**src/rtl/user_clk_sel_pkg.sv**
```systemverilog
// Shared types and helpers for the clock-source selection sequencer.
package user_clk_sel_pkg;

  typedef enum logic [1:0] {
    ST_IDLE,
    ST_DRAIN,
    ST_SETTLE
  } state_e;

  localparam int DEF_PRE_CYCLES    = 16;
  localparam int DEF_SETTLE_CYCLES = 64;

  // Bits needed to index 'value' items; never less than one.
  function automatic int clog2_min1(input int value);
    int w;
    w = 1;
    while ((1 << w) < value) w++;
    return w;
  endfunction

endpackage

```
**src/rtl/user_hold_counter.sv**
```systemverilog
// Loadable down-counter; tc flags the final cycle of a hold interval.
module user_hold_counter #(
  parameter int CNT_W     = 7,
  parameter int RESET_VAL = 64
) (
  input  logic             clk,
  input  logic             rst_n,
  input  logic             load,
  input  logic [CNT_W-1:0] load_val,
  input  logic             dec,
  output logic             tc
);

  logic [CNT_W-1:0] cnt;

  // NOTE: sequential state uses non-blocking assignment so every flop samples pre-edge values.
  always_ff @(posedge clk or negedge rst_n) begin
    if (!rst_n) begin
      cnt <= CNT_W'(RESET_VAL);
    end else if (load) begin
      cnt <= load_val;
    end else if (dec && cnt != '0) begin
      cnt <= cnt - CNT_W'(1);
    end
  end

  assign tc = (cnt <= CNT_W'(1));

endmodule

```
**src/rtl/user_clk_sel_ctrl.sv**
```systemverilog
// Sequenced N-way clock-source select: reset downstream, switch, settle, release.
// Optional lock supervision is built when USER_CLK_SEL_CTRL_LOCK_GUARD_EN is defined.
module user_clk_sel_ctrl
  import user_clk_sel_pkg::*;
#(
  parameter int   NUM_CLKS      = 4,
  parameter int   DEFAULT_SEL   = 0,
  parameter int   PRE_CYCLES    = DEF_PRE_CYCLES,
  parameter int   SETTLE_CYCLES = DEF_SETTLE_CYCLES,
  localparam int  SEL_W         = clog2_min1(NUM_CLKS)
) (
  input  logic             aclk,
  input  logic             aresetn,
`ifdef USER_CLK_SEL_CTRL_LOCK_GUARD_EN
  input  logic [NUM_CLKS-1:0] src_locked,
`endif
  input  logic             req_valid,
  input  logic [SEL_W-1:0] req_sel,
  output logic             req_ready,
  output logic [SEL_W-1:0] clk_sel,
  output logic             dst_rst_n,
  output logic             busy,
  output logic             done,
  output logic             err
);

  localparam int             MAX_HOLD  = (PRE_CYCLES > SETTLE_CYCLES) ? PRE_CYCLES : SETTLE_CYCLES;
  localparam int             CNT_W     = clog2_min1(MAX_HOLD + 1);
  localparam logic [SEL_W-1:0] DEF_SEL = SEL_W'(DEFAULT_SEL);
  localparam logic [SEL_W:0]   NUM_LIM = (SEL_W + 1)'(NUM_CLKS);

  state_e           state;
  logic [SEL_W-1:0] target;
  logic             cnt_tc;
  logic             cnt_load;
  logic [CNT_W-1:0] cnt_load_val;
  logic             accept;
  logic             req_ok;
  logic             lock_drop;
  logic             start_switch;
  logic             same_req;
  logic             reject;
  logic [SEL_W-1:0] next_target;

`ifdef USER_CLK_SEL_CTRL_LOCK_GUARD_EN
  logic [NUM_CLKS-1:0] lock_meta;
  logic [NUM_CLKS-1:0] lock_sync;

  always_ff @(posedge aclk or negedge aresetn) begin
    if (!aresetn) begin
      lock_meta <= '0;
      lock_sync <= '0;
    end else begin
      lock_meta <= src_locked;
      lock_sync <= lock_meta;
    end
  end
`endif

  // NOTE: every signal gets a default first so no path through this block can infer a latch.
  always_comb begin
    accept    = req_valid && req_ready;
    req_ok    = ({1'b0, req_sel} < NUM_LIM);
    lock_drop = 1'b0;
`ifdef USER_CLK_SEL_CTRL_LOCK_GUARD_EN
    req_ok    = req_ok && lock_sync[req_sel];
    // A pending request wins over lock loss; the lost source is revisited next cycle.
    lock_drop = (state == ST_IDLE) && !accept && !lock_sync[clk_sel] && (clk_sel != DEF_SEL);
`endif
    same_req     = accept && req_ok && (req_sel == clk_sel);
    reject       = accept && !req_ok;
    start_switch = (accept && req_ok && (req_sel != clk_sel)) || lock_drop;
    next_target  = lock_drop ? DEF_SEL : req_sel;
    cnt_load     = start_switch || ((state == ST_DRAIN) && cnt_tc);
    cnt_load_val = (state == ST_IDLE) ? CNT_W'(PRE_CYCLES) : CNT_W'(SETTLE_CYCLES);
  end

  user_hold_counter #(
    .CNT_W     (CNT_W),
    .RESET_VAL (SETTLE_CYCLES)
  ) u_hold (
    .clk      (aclk),
    .rst_n    (aresetn),
    .load     (cnt_load),
    .load_val (cnt_load_val),
    .dec      (state != ST_IDLE),
    .tc       (cnt_tc)
  );

  // NOTE: clk_sel is reset asynchronously too; that is safe only because dst_rst_n drops with it.
  always_ff @(posedge aclk or negedge aresetn) begin
    if (!aresetn) begin
      state     <= ST_SETTLE;
      target    <= DEF_SEL;
      clk_sel   <= DEF_SEL;
      dst_rst_n <= 1'b0;
      req_ready <= 1'b0;
      busy      <= 1'b1;
      done      <= 1'b0;
      err       <= 1'b0;
    end else begin
      done <= 1'b0;
      err  <= 1'b0;
      case (state)
        ST_IDLE: begin
          if (start_switch) begin
            state     <= ST_DRAIN;
            target    <= next_target;
            dst_rst_n <= 1'b0;
            busy      <= 1'b1;
            req_ready <= 1'b0;
          end else if (same_req) begin
            done <= 1'b1;
          end else if (reject) begin
            err <= 1'b1;
          end
        end
        ST_DRAIN: begin
          if (cnt_tc) begin
            state   <= ST_SETTLE;
            clk_sel <= target;
          end
        end
        ST_SETTLE: begin
          if (cnt_tc) begin
            state     <= ST_IDLE;
            dst_rst_n <= 1'b1;
            done      <= 1'b1;
            req_ready <= 1'b1;
            busy      <= 1'b0;
          end
        end
        default: begin
          state     <= ST_SETTLE;
          dst_rst_n <= 1'b0;
          busy      <= 1'b1;
          req_ready <= 1'b0;
        end
      endcase
    end
  end

endmodule

```
**config.mk**
```make
export PLATFORM = sky130hd
export DESIGN_NAME = user_clk_sel_ctrl
export DESIGN_NICKNAME = d
export VERILOG_FILES = /design/src/rtl/user_clk_sel_pkg.sv /design/src/rtl/user_hold_counter.sv /design/src/rtl/user_clk_sel_ctrl.sv
export SDC_FILE = /design/constraint.sdc
export NUM_CORES = 1
export LEC_CHECK = 0
export ABC_AREA = 1
export BUFFER_PORTS_ARGS = -buffer_cell sky130_fd_sc_hd__buf_2
export CORE_MARGIN = 3
export CORE_UTILIZATION = 50
export DETAILED_ROUTE_END_ITERATION = 6
export HOLD_SLACK_MARGIN = 0.08
export MAX_ROUTING_LAYER = met4
export PLACE_DENSITY = 0.7
export SLEW_MARGIN = 20
export SYNTH_ARGS = -nofsm -noshare
export SYNTH_HDL_FRONTEND = slang
export SYNTH_SLANG_ARGS = --single-unit
```
**constraint.sdc**
```tcl
create_clock -name aclk -period 1.7 [get_ports aclk]
set_input_delay 0.17 -clock aclk [delete_from_list [all_inputs] [get_ports aclk]]
set_output_delay 0.17 -clock aclk [all_outputs]
set_load 0.01 [all_outputs]
```
After elaboration in Yosys (flattened, before gate mapping)
Index checks and enable logic that the tools add are counted.
Widths: inputs -> output; s select.

word-level totals
  word-level logic and storage cells = 48
  output and inout port bits = 7
  register bits = 16
  input bits = 5

cells by class
  equal/unequal tests = 7
  reductions and logical operators = 14
  $lt $le $gt $ge = 1
  add/subtract/negate cells = 1
  multiplexer cells = 17
  bitwise logic cells = 1

operator list
  kind                 count
  $mux 7               3
  $le 7x1->1 const B   1
  $mux 1               7
  $reduce_bool 7->1    1
  $sub 7x1->7 const B  1
  $mux 2               3
  $ne 2x2->1 const B   3
  $pmux 1 s3           2
  $pmux 2 s3           1
  $reduce_and 3->1     2
  $logic_and 1x1->1    5
  $reduce_and 2->1     2
  $reduce_bool 2->1    2
  $eq 2x1->1 const B   1
  $eq 2x2->1           1
  $eq 2x2->1 const B   1
  $logic_not 2->1      1
  $ne 2x2->1           1
  $pmux 1 s2           1
  $logic_or 1x1->1     1
  $not 1->1            1

Logic depth before layout (Yosys ltp)
Gate-level depths: netlist (run 1).

  word-level depth = 5
  depth in mapped cells = 9
  depth with buffers taken out = 9

Hierarchy
A second synthesis (run 1) with hierarchy kept.

second synthesis, totals
  cell total of the unflattened synthesis = 134
  area total of the unflattened synthesis = 1009.7 µm²

modules (own cells, without submodules)
  module             cells an instance  times used  seq. area each (µm²)  area an instance (µm²)
  user_hold_counter  79                 1           176.4                 563.0
  user_clk_sel_ctrl  55                 1           227.7                 446.7

Worst setup path before layout (run 1)
No wires, ideal clock.

  kind = register -> register
  from = register u_hold.cnt[0]
  to = register u_hold.cnt[4]
  data arrival time = 1.197 ns
  data required time = 1.635 ns
  cell stages (with the launch flop) = 9
  setup slack = 0.438 ns
  cell sequence = dfrtp_1 -> inv_1 -> ha_1 -> nand4_1 -> nand2_1 -> nand3_4 -> inv_2 -> nand2_1 -> nand2_1

between the ends
  longest elaborated chain between the ends = 4

RTL lines
  item                                                RTL line                 RTL
  from (decl)                                         user_hold_counter.sv:14  logic [CNT_W-1:0] cnt;
  from (signal assigned)                              user_hold_counter.sv:19  cnt <= CNT_W'(RESET_VAL);
  from (signal assigned)                              user_hold_counter.sv:21  cnt <= load_val;
  from (signal assigned)                              user_hold_counter.sv:23  cnt <= cnt - CNT_W'(1);
  $le 7x1->1                                          user_hold_counter.sv:27  assign tc = (cnt <= CNT_W'(1));
  $logic_and 1x1->1                                   user_clk_sel_ctrl.sv:74  cnt_load = start_switch || ((state == ST_DRAIN) && cnt_tc);
  $logic_or 1x1->1                                    user_clk_sel_ctrl.sv:74
  $mux 7 / $reduce_bool 2->1 (equally long branches)  -

Parallel ways exist; a longest one is shown, timed or not. The select of a mux whose other input is x is not followed.
A chain may end at the register's enable or synchronous reset.

Worst setup path in the final report (run 1)
  from = register u_hold.cnt[0]
  to = register u_hold.cnt[1]

Same word-level chain as after synthesis.

==> reports/qor.json, run 1 <==
{
  "maxCapViolCount": 0,
  "place.port_buffers": 10,
  "pin_count_of_the_biggest_net_entering_global_routing": 17,
  "cts_resized": 0,
  "max_slew_violation_count": 0,
  "worst-setup-path-type": "flip-flop to flip-flop",
  "groute.layer.met1.usage_pct": 22.50,
  "drc": 0,
  "power.density_cell_area_mw_per_mm2": 1856,
  "wl_per_cell_um": 11.20,
  "ios": 12,
  "nNetsFinal": 142,
  "initialDrtViolationCount": 26,
  "slowest_delay_ns": 0.39,
  "layout_setup_ws_ns": 0.2294,
  "avgViaCountPerCell": 4.924,
  "gr-usage-met2_pct": 26.70,
  "grt_pass1_wl_um": 3160,
  "die_w_um": 48.92,
  "crit_path_max_fanout": 5,
  "vias_in_the_first_global_route": 740,
  "pre_cts_ws_ns": 0.2591,
  "syn_to_layout_area_delta_pct": 12.09,
  "finClkSkew_ns": 0.008629,
  "antenna_violations_before_repair": 0,
  "worst_hold_slack_ns": 0.1525,
  "area.sequential_um2": 404.1,
  "status": "completed",
  "timing.critical_path.required_ns": 1.94,
  "syn_nets": 128,
  "global_route.peak_usage_layer": "met2",
  "fill_cells": 162,
  "cts_hold_bufs": 1,
  "max_freq_ghz": 0.6800,
  "timing.hold.worst.class": "input port to flip-flop",
  "crit_top_cell": "nand2_1",
  "length_of_the_first_detailed_routing_pass_in_iterations": 4,
  "startpoint_type": "flip-flop",
  "drive_above_1_share_pct": 17.91,
  "fp.dieH_um": 48.92,
  "detail_route.wirelength_um": 1769,
  "finalHoldViolCount": 0,
  "buffers_and_inverters_on_the_worst_path": 2,
  "max-vdd-ir-drop_mv": 0.8830,
  "critical_path.endpoint_type": "flip-flop",
  "met3_usage_pct": 2.752,
  "number_of_enable_type_register_cells_in_the_synthesized_netlist": 0,
  "hpwl_um": 1370,
  "synthDistinctLibCells": 22,
  "number_of_diodes_added_for_antenna_fixing": 0,
  "cts_buffers": 3,
  "cts_setup_buffers": 0,
  "netlist_area_um2": 920.9,
  "postSynth.topFlopCell": "dfrtp_1",
  "grt_setup_unrepaired": "false",
  "clock-root-buffer": "clkbuf_4",
  "pwr_total_mw": 1.916,
  "timing.final.crit_period_ns": 1.471,
  "crit_path_top_delay_cell": "dfrtp_1",
  "number_of_standard_cells_after_synthesis": 121,
  "clkTransAtPathRegs_ns": 0.10,
  "timing.critical_path.max_delay_family": "simple AND/OR/NAND/NOR gates",
  "async_reset_ff_share_pct": 100.0,
  "syn-mean-instance-area_um2": 7.611,
  "finalCritPeriodShare_pct": 86.51,
  "clock_tree_from_tritoncts": "yes",
  "die_area_mm2": 0.002393,
  "setup_tns_ns": 0,
  "setup_viol_count_final": 0,
  "placementRows": 14,
  "grt_use_total_pct": 17.27,
  "globalRoute.totalOverflow": 0,
  "initial_util_pct": 57.14,
  "crit_path_cell_trace": "inv_1 -> ha_1 -> nand4_1 -> nand2_1 -> nand3_4 -> inv_2 -> nand2_1 -> nand2_1",
  "ctsLongestPathBuffers": 2,
  "regToRegSetupSlack_ns": 0.23,
  "route.vias.total": 778,
  "ys.warnings.count": 0,
  "cts_num_sinks": 16,
  "ys_seq_elements": 16,
  "clock_latency_at_the_later_pin_of_the_worst_skew_pair_ns": 0.30,
  "synthDominantAreaCellType": "dfrtp_1",
  "routabilityCongestion": 0.8720,
  "synth_area_leaders": "dfrtp_1 35%, nand2_1 18%, dfstp_2 8.6%, inv_1 6.5%, nor2_1 4.5%",
  "synth_seq_area_share_pct": 43.89,
  "core-area_mm2": 0.001612,
  "antenna_violating_nets_post_route": 0,
  "clock_tree.htree_level_count": 1,
  "area_of_combinational_cells_with_multiple_inputs_um2": 437.9,
  "worst-endpoint-arrival_ns": 1.71,
  "synth_top_area_share_pct": 35.33,
  "p_leak_nw": 0.5742
}
## cells in the mapped netlist (all sizes together), types with 2 or more instances
master	number
inv	17
o21ai	6
dfstp	3
a21oi	2
nor2	13
ha	2
nand2	45
dfrtp	13
buf	2
nand3	10
nand4	3
## worst min-delay path, stage by stage
cell     delay (ns)
buf_2          0.09
nand2_1        0.07
o31ai_1        0.07
## cells by family after synthesis
family | after synthesis | synth area share (%)
buffers and inverters | 19 | 8.559
other | 1 | 0.4072
adders and majority gates | 2 | 2.717
xor gates and xnor gates | 2 | 1.903
AOI/OAI and AO/OA | 9 | 5.164
and+or+nand+nor | 72 | 37.36
DFF | 16 | 43.89
## metrics by stage
stage / util, % / area [um2] / cells
finish: 64.05 / 1032 / 158
global route: 64.05 / 1032 / 158
CTS: 64.05 / 1032 / 158
detailed placement: 61.18 / 985.9 / 153
global placement: 61.18 / 985.9 / 153
floorplan: - / 920.9 / 121
## power by group
part	internal, mW	switching, mW
Clock	0.131	0.134
Combinational	0.349	0.623
Sequential	0.559	0.120
## cells in the final DEF (no fill, tap or decap), drive strengths merged
cell type    count
buf             10
conb             1
dlygate4sd3      1
dfrtp           13
xor2             1
nand3           10
clkbuf           4
ha               2
o31ai            1
nand3b           1
inv             17
o21ai            6
xnor2            1
nor2            13
nand4            3
a21oi            2
nand2           45
dfstp            3
## final cells by class
| cell class | instances | area share (%) |
|---|---|---|
| Multi-Input combinational cell | 86 | 42.42 |
| Inverter | 17 | 6.182 |
| Clock buffer | 4 | 3.515 |
| Tap cell | 24 | 2.909 |
| Timing Repair Buffer | 11 | 5.818 |
| Sequential cell | 16 | 39.15 |
## flip-flops by register name, indices dropped and copies added (netlist names)
name / cells
target: 2
done: 1
state: 2
busy: 1
u_hold.cnt: 7
clk_sel: 2
dst_rst_n: 1
## worst paths after layout
kind | from | endpoint | cells past startpoint
max | u_hold.cnt[0]$_DFFE_PN0P_ | u_hold.cnt[1]$_DFFE_PN0P_ | 8
min | req_valid | done$_DFF_PN0_ | 3
max reg2reg | u_hold.cnt[0]$_DFFE_PN0P_ | u_hold.cnt[1]$_DFFE_PN0P_ | 8
min reg2reg | busy$_DFFE_PN1P_ | busy$_DFFE_PN1P_ | 2
max in group asynchronous | aresetn | state[1]$_DFFE_PN1P_ | 2
min in group asynchronous | aresetn | u_hold.cnt[4]$_DFFE_PN0P_ | 2
## routing by layer
layer	vias to the layer above	part of all wire [%]
met3	5	5.0
met5	-	0
met1	356	47
li1	397	-
met2	20	46
met4	0	2.0
(Power assumes the default switching activity.)
==> run 2, diff against run 1 <==
--- a/config.mk
+++ b/config.mk
@@ -5,14 +5,13 @@
 export SDC_FILE = /design/constraint.sdc
 export NUM_CORES = 1
 export LEC_CHECK = 0
-export ABC_AREA = 1
 export BUFFER_PORTS_ARGS = -buffer_cell sky130_fd_sc_hd__buf_2
 export CORE_MARGIN = 3
-export CORE_UTILIZATION = 50
+export CORE_UTILIZATION = 54
 export DETAILED_ROUTE_END_ITERATION = 6
 export HOLD_SLACK_MARGIN = 0.08
 export MAX_ROUTING_LAYER = met4
-export PLACE_DENSITY = 0.7
+export PLACE_DENSITY = 0.75
 export SLEW_MARGIN = 20
 export SYNTH_ARGS = -nofsm -noshare
 export SYNTH_HDL_FRONTEND = slang
==> run 2 against run 1 <==
Against the previous run: the flow now finishes with violations (negative setup slack); clock skew down 0.0026 ns; worst hold slack better by 0.0016 ns; power up 6.9%; critical path depth down 4.
==> reports/qor.json, run 2 <==
{
  "status": "finished with violations",
  "violations_in_the_final_reports": "negative setup slack",
  "r2r_start": "u_hold.cnt[2]$_DFFE_PN0P_",
  "clkTransAtPathRegs_ns": 0.10,
  "globalRoute.totalOverflow": 0,
  "drive_above_1_share_pct": 51.38,
  "ctsLongestPathBuffers": 2,
  "die_area_mm2": 0.002139,
  "synthDistinctLibCells": 41,
  "p_leak_nw": 0.5308,
  "power.density_cell_area_mw_per_mm2": 1769,
  "slowest_delay_ns": 0.56,
  "layout_commonest_cell": "buf_4",
  "synth_seq_area_share_pct": 46.21,
  "finClkSkew_ns": 0.006062,
  "vias_in_the_first_global_route": 684,
  "crit_path_top_delay_cell": "or4_4",
  "number_of_enable_type_register_cells_in_the_synthesized_netlist": 0,
  "timing.hold.worst.class": "input port to flip-flop",
  "route.vias.total": 737,
  "timing.critical_path.max_delay_family": "simple AND/OR/NAND/NOR gates",
  "fill_cells": 87,
  "max_slew_violation_count": 0,
  "worstReg2RegEnd": "u_hold.cnt[4]$_DFFE_PN0P_",
  "netlist_top_cells_count": "13 x dfrtp_1, 8 x nor2_1, 5 x a21oi_1, 5 x inv_1, 4 x xnor2_1",
  "synth_most_common_cell": "dfrtp_1",
  "place.port_buffers": 10,
  "worst-setup-path-type": "flip-flop to flip-flop",
  "finalHoldViolCount": 0,
  "clock_tree.htree_level_count": 1,
  "startpoint_type": "flip-flop",
  "length_of_the_first_detailed_routing_pass_in_iterations": 4,
  "syn-mean-instance-area_um2": 10.41,
  "grt_pass1_wl_um": 3098,
  "initial_util_pct": 61.80,
  "routabilityCongestion": 0.8584,
  "timing.final.crit_period_ns": 1.880,
  "pin_count_of_the_biggest_net_entering_global_routing": 17,
  "crit_path_max_fanout": 5,
  "synthDominantAreaCellType": "dfrtp_1",
  "hold_path_depth": 2,
  "maxCapViolCount": 0,
  "nNetsFinal": 117,
  "area_of_combinational_cells_with_multiple_inputs_um2": 509.2,
  "detail_route.wirelength_um": 2064,
  "critical_path.endpoint_type": "flip-flop",
  "drc": 0,
  "netlist_area_um2": 874.6,
  "max-vdd-ir-drop_mv": 1.337,
  "avgViaCountPerCell": 5.944,
  "area.sequential_um2": 405.4,
  "largest_register_ffs": 7,
  "setup_viol_count_final": 12,
  "worst_pin_slew_ns": 0.5313,
  "reg2regPathDepth": 4,
  "ios": 12,
  "placementRows": 13,
  "cts_buffers": 3,
  "worst-endpoint-arrival_ns": 2.07,
  "end_point_of_the_most_critical_hold_path": "target[0]$_DFFE_PN0P_",
  "ys.warnings.count": 0,
  "initialDrtViolationCount": 17,
  "finalCritPeriodShare_pct": 110.6,
  "buffers_and_inverters_on_the_worst_path": 0,
  "syn_nets": 91,
  "crit_top_cell": "or4_4",
  "max-slew-margin-rel_pct": 64.45,
  "regToRegSetupSlack_ns": -0.18,
  "clock_tree_from_tritoncts": "yes",
  "max_freq_ghz": 0.5320,
  "fp.dieH_um": 46.25,
  "wl_per_cell_um": 16.65,
  "layout_setup_ws_ns": -0.1799,
  "core-area_mm2": 0.001415,
  "hold_path.startpoint": "req_sel[0]",
  "synth_area_leaders": "dfrtp_1 37%, dfstp_2 9.0%, xnor2_1 4.0%, mux2_4 3.4%, nor2_1 3.4%",
  "number_of_standard_cells_after_synthesis": 84,
  "worst_hold_slack_ns": 0.1541,
  "hpwl_um": 1323,
  "antenna_violations_before_repair": 0,
  "crit_path_cell_trace": "or4_4 -> or4_4 -> a31o_1 -> o311a_1",
  "synth_top_area_share_pct": 37.20,
  "final_util_pct": 81.79,
  "grt_use_total_pct": 21.42,
  "largest-register": "u_hold.cnt",
  "timing.critical_path.required_ns": 1.89,
  "async_reset_ff_share_pct": 100.0,
  "clock_latency_at_the_later_pin_of_the_worst_skew_pair_ns": 0.30,
  "syn_to_layout_area_delta_pct": 32.33,
  "die_w_um": 46.25,
  "antenna_violating_nets_post_route": 0,
  "cts_num_sinks": 16,
  "grt_setup_unrepaired": "true",
  "layout_common_cells": "13 x buf_4, 12 x dfrtp_1, 10 x buf_2, 7 x nor2_1, 5 x inv_1",
  "number_of_diodes_added_for_antenna_fixing": 0,
  "ys_seq_elements": 16,
  "clock-root-buffer": "clkbuf_4",
  "postSynth.topFlopCell": "dfrtp_1"
}
[run 2: cell types whose count changed in the layout (fill, tap and decap cells not counted), moves of 3 or more]
cell / change
or4_4: +3
inv_1: -11
a21oi_2: +3
nand2_1: -40
nand3_1: -7
nor2_1: -4
buf_4: +13
[run 2: area by class of cell]
cell class	count	share of cell area (%)
clock buffers	4	3.135
inverters	5	1.622
multi-input cells	59	44.00
flip-flops and latches	16	35.03
well taps	15	1.622
repair buffers	25	14.59
[run 2: cells by family (layout without fill, tap and decap cells)]
family,Yosys count,in the layout,synth area share (%)
xor+xnor,5,5,5.007
compound gates,21,21,16.88
other cells,1,1,0.4288
buf+inv,9,34,5.579
flops,16,16,46.21
fa+ha+maj,2,2,2.861
simple gates,25,25,15.88
mux,5,5,7.153
[run 2: stage by stage]
step | cell area [um2] | total power [mW] | setup TNS [ns] | worst slack, ns | std cells
final | 1157 | 2.048 | -1.182 | -0.1799 | 124
after global routing | 1157 | 2.186 | -2.024 | -0.2137 | 124
after CTS | 1054 | 1.801 | -1.120 | -0.1625 | 121
after detailed placement | 993.5 | 1.498 | -1.201 | -0.1688 | 115
after global placement | 993.5 | 1.467 | -0.9350 | -0.1720 | 115
after floorplan | 879.6 | 1.208 | -1.200 | -0.2214 | 84
[run 2: timing repair]
item / CTS / global route
gates resized for setup: 2 / 17
gates cloned: 0 / 0
setup endpoints to repair: 11 / 14
setup buffers: 1 / 3
pin swaps: 1 / 5
hold endpoints to repair: 16 / 0
hold buffers: 1 / 0
[run 2: report_power, final]
part / total [mW] / internal [mW] / switching (mW)
Clock: 0.260 / 0.131 / 0.129
Combinational: 1.09 / 0.554 / 0.535
Sequential: 0.699 / 0.541 / 0.158
[run 2: worst max path at each step]
stage / cells past startpoint / end / startpoint / slack, ns
global placement: 5 / u_hold.cnt[5]$_DFFE_PN0P_ / u_hold.cnt[0]$_DFFE_PN0P_ / -0.17
floorplan: 4 / clk_sel[0]$_DFFE_PN0P_ / u_hold.cnt[2]$_DFFE_PN0P_ / -0.22
finish: 4 / u_hold.cnt[4]$_DFFE_PN0P_ / u_hold.cnt[2]$_DFFE_PN0P_ / -0.18
detailed placement: 3 / clk_sel[0]$_DFFE_PN0P_ / u_hold.cnt[2]$_DFFE_PN0P_ / -0.17
global route: 4 / u_hold.cnt[4]$_DFFE_PN0P_ / u_hold.cnt[2]$_DFFE_PN0P_ / -0.21
CTS: 3 / clk_sel[0]$_DFFE_PN0P_ / u_hold.cnt[2]$_DFFE_PN0P_ / -0.16
[run 2: layer usage]
| metal | global-route usage, % | wire, um |
|---|---|---|
| met1 | 25.42 | 940 |
| met2 | 34.62 | 1016 |
| met3 | 3.906 | 81 |
| met4 | 10.23 | 25 |
| met5 | - | 0 |
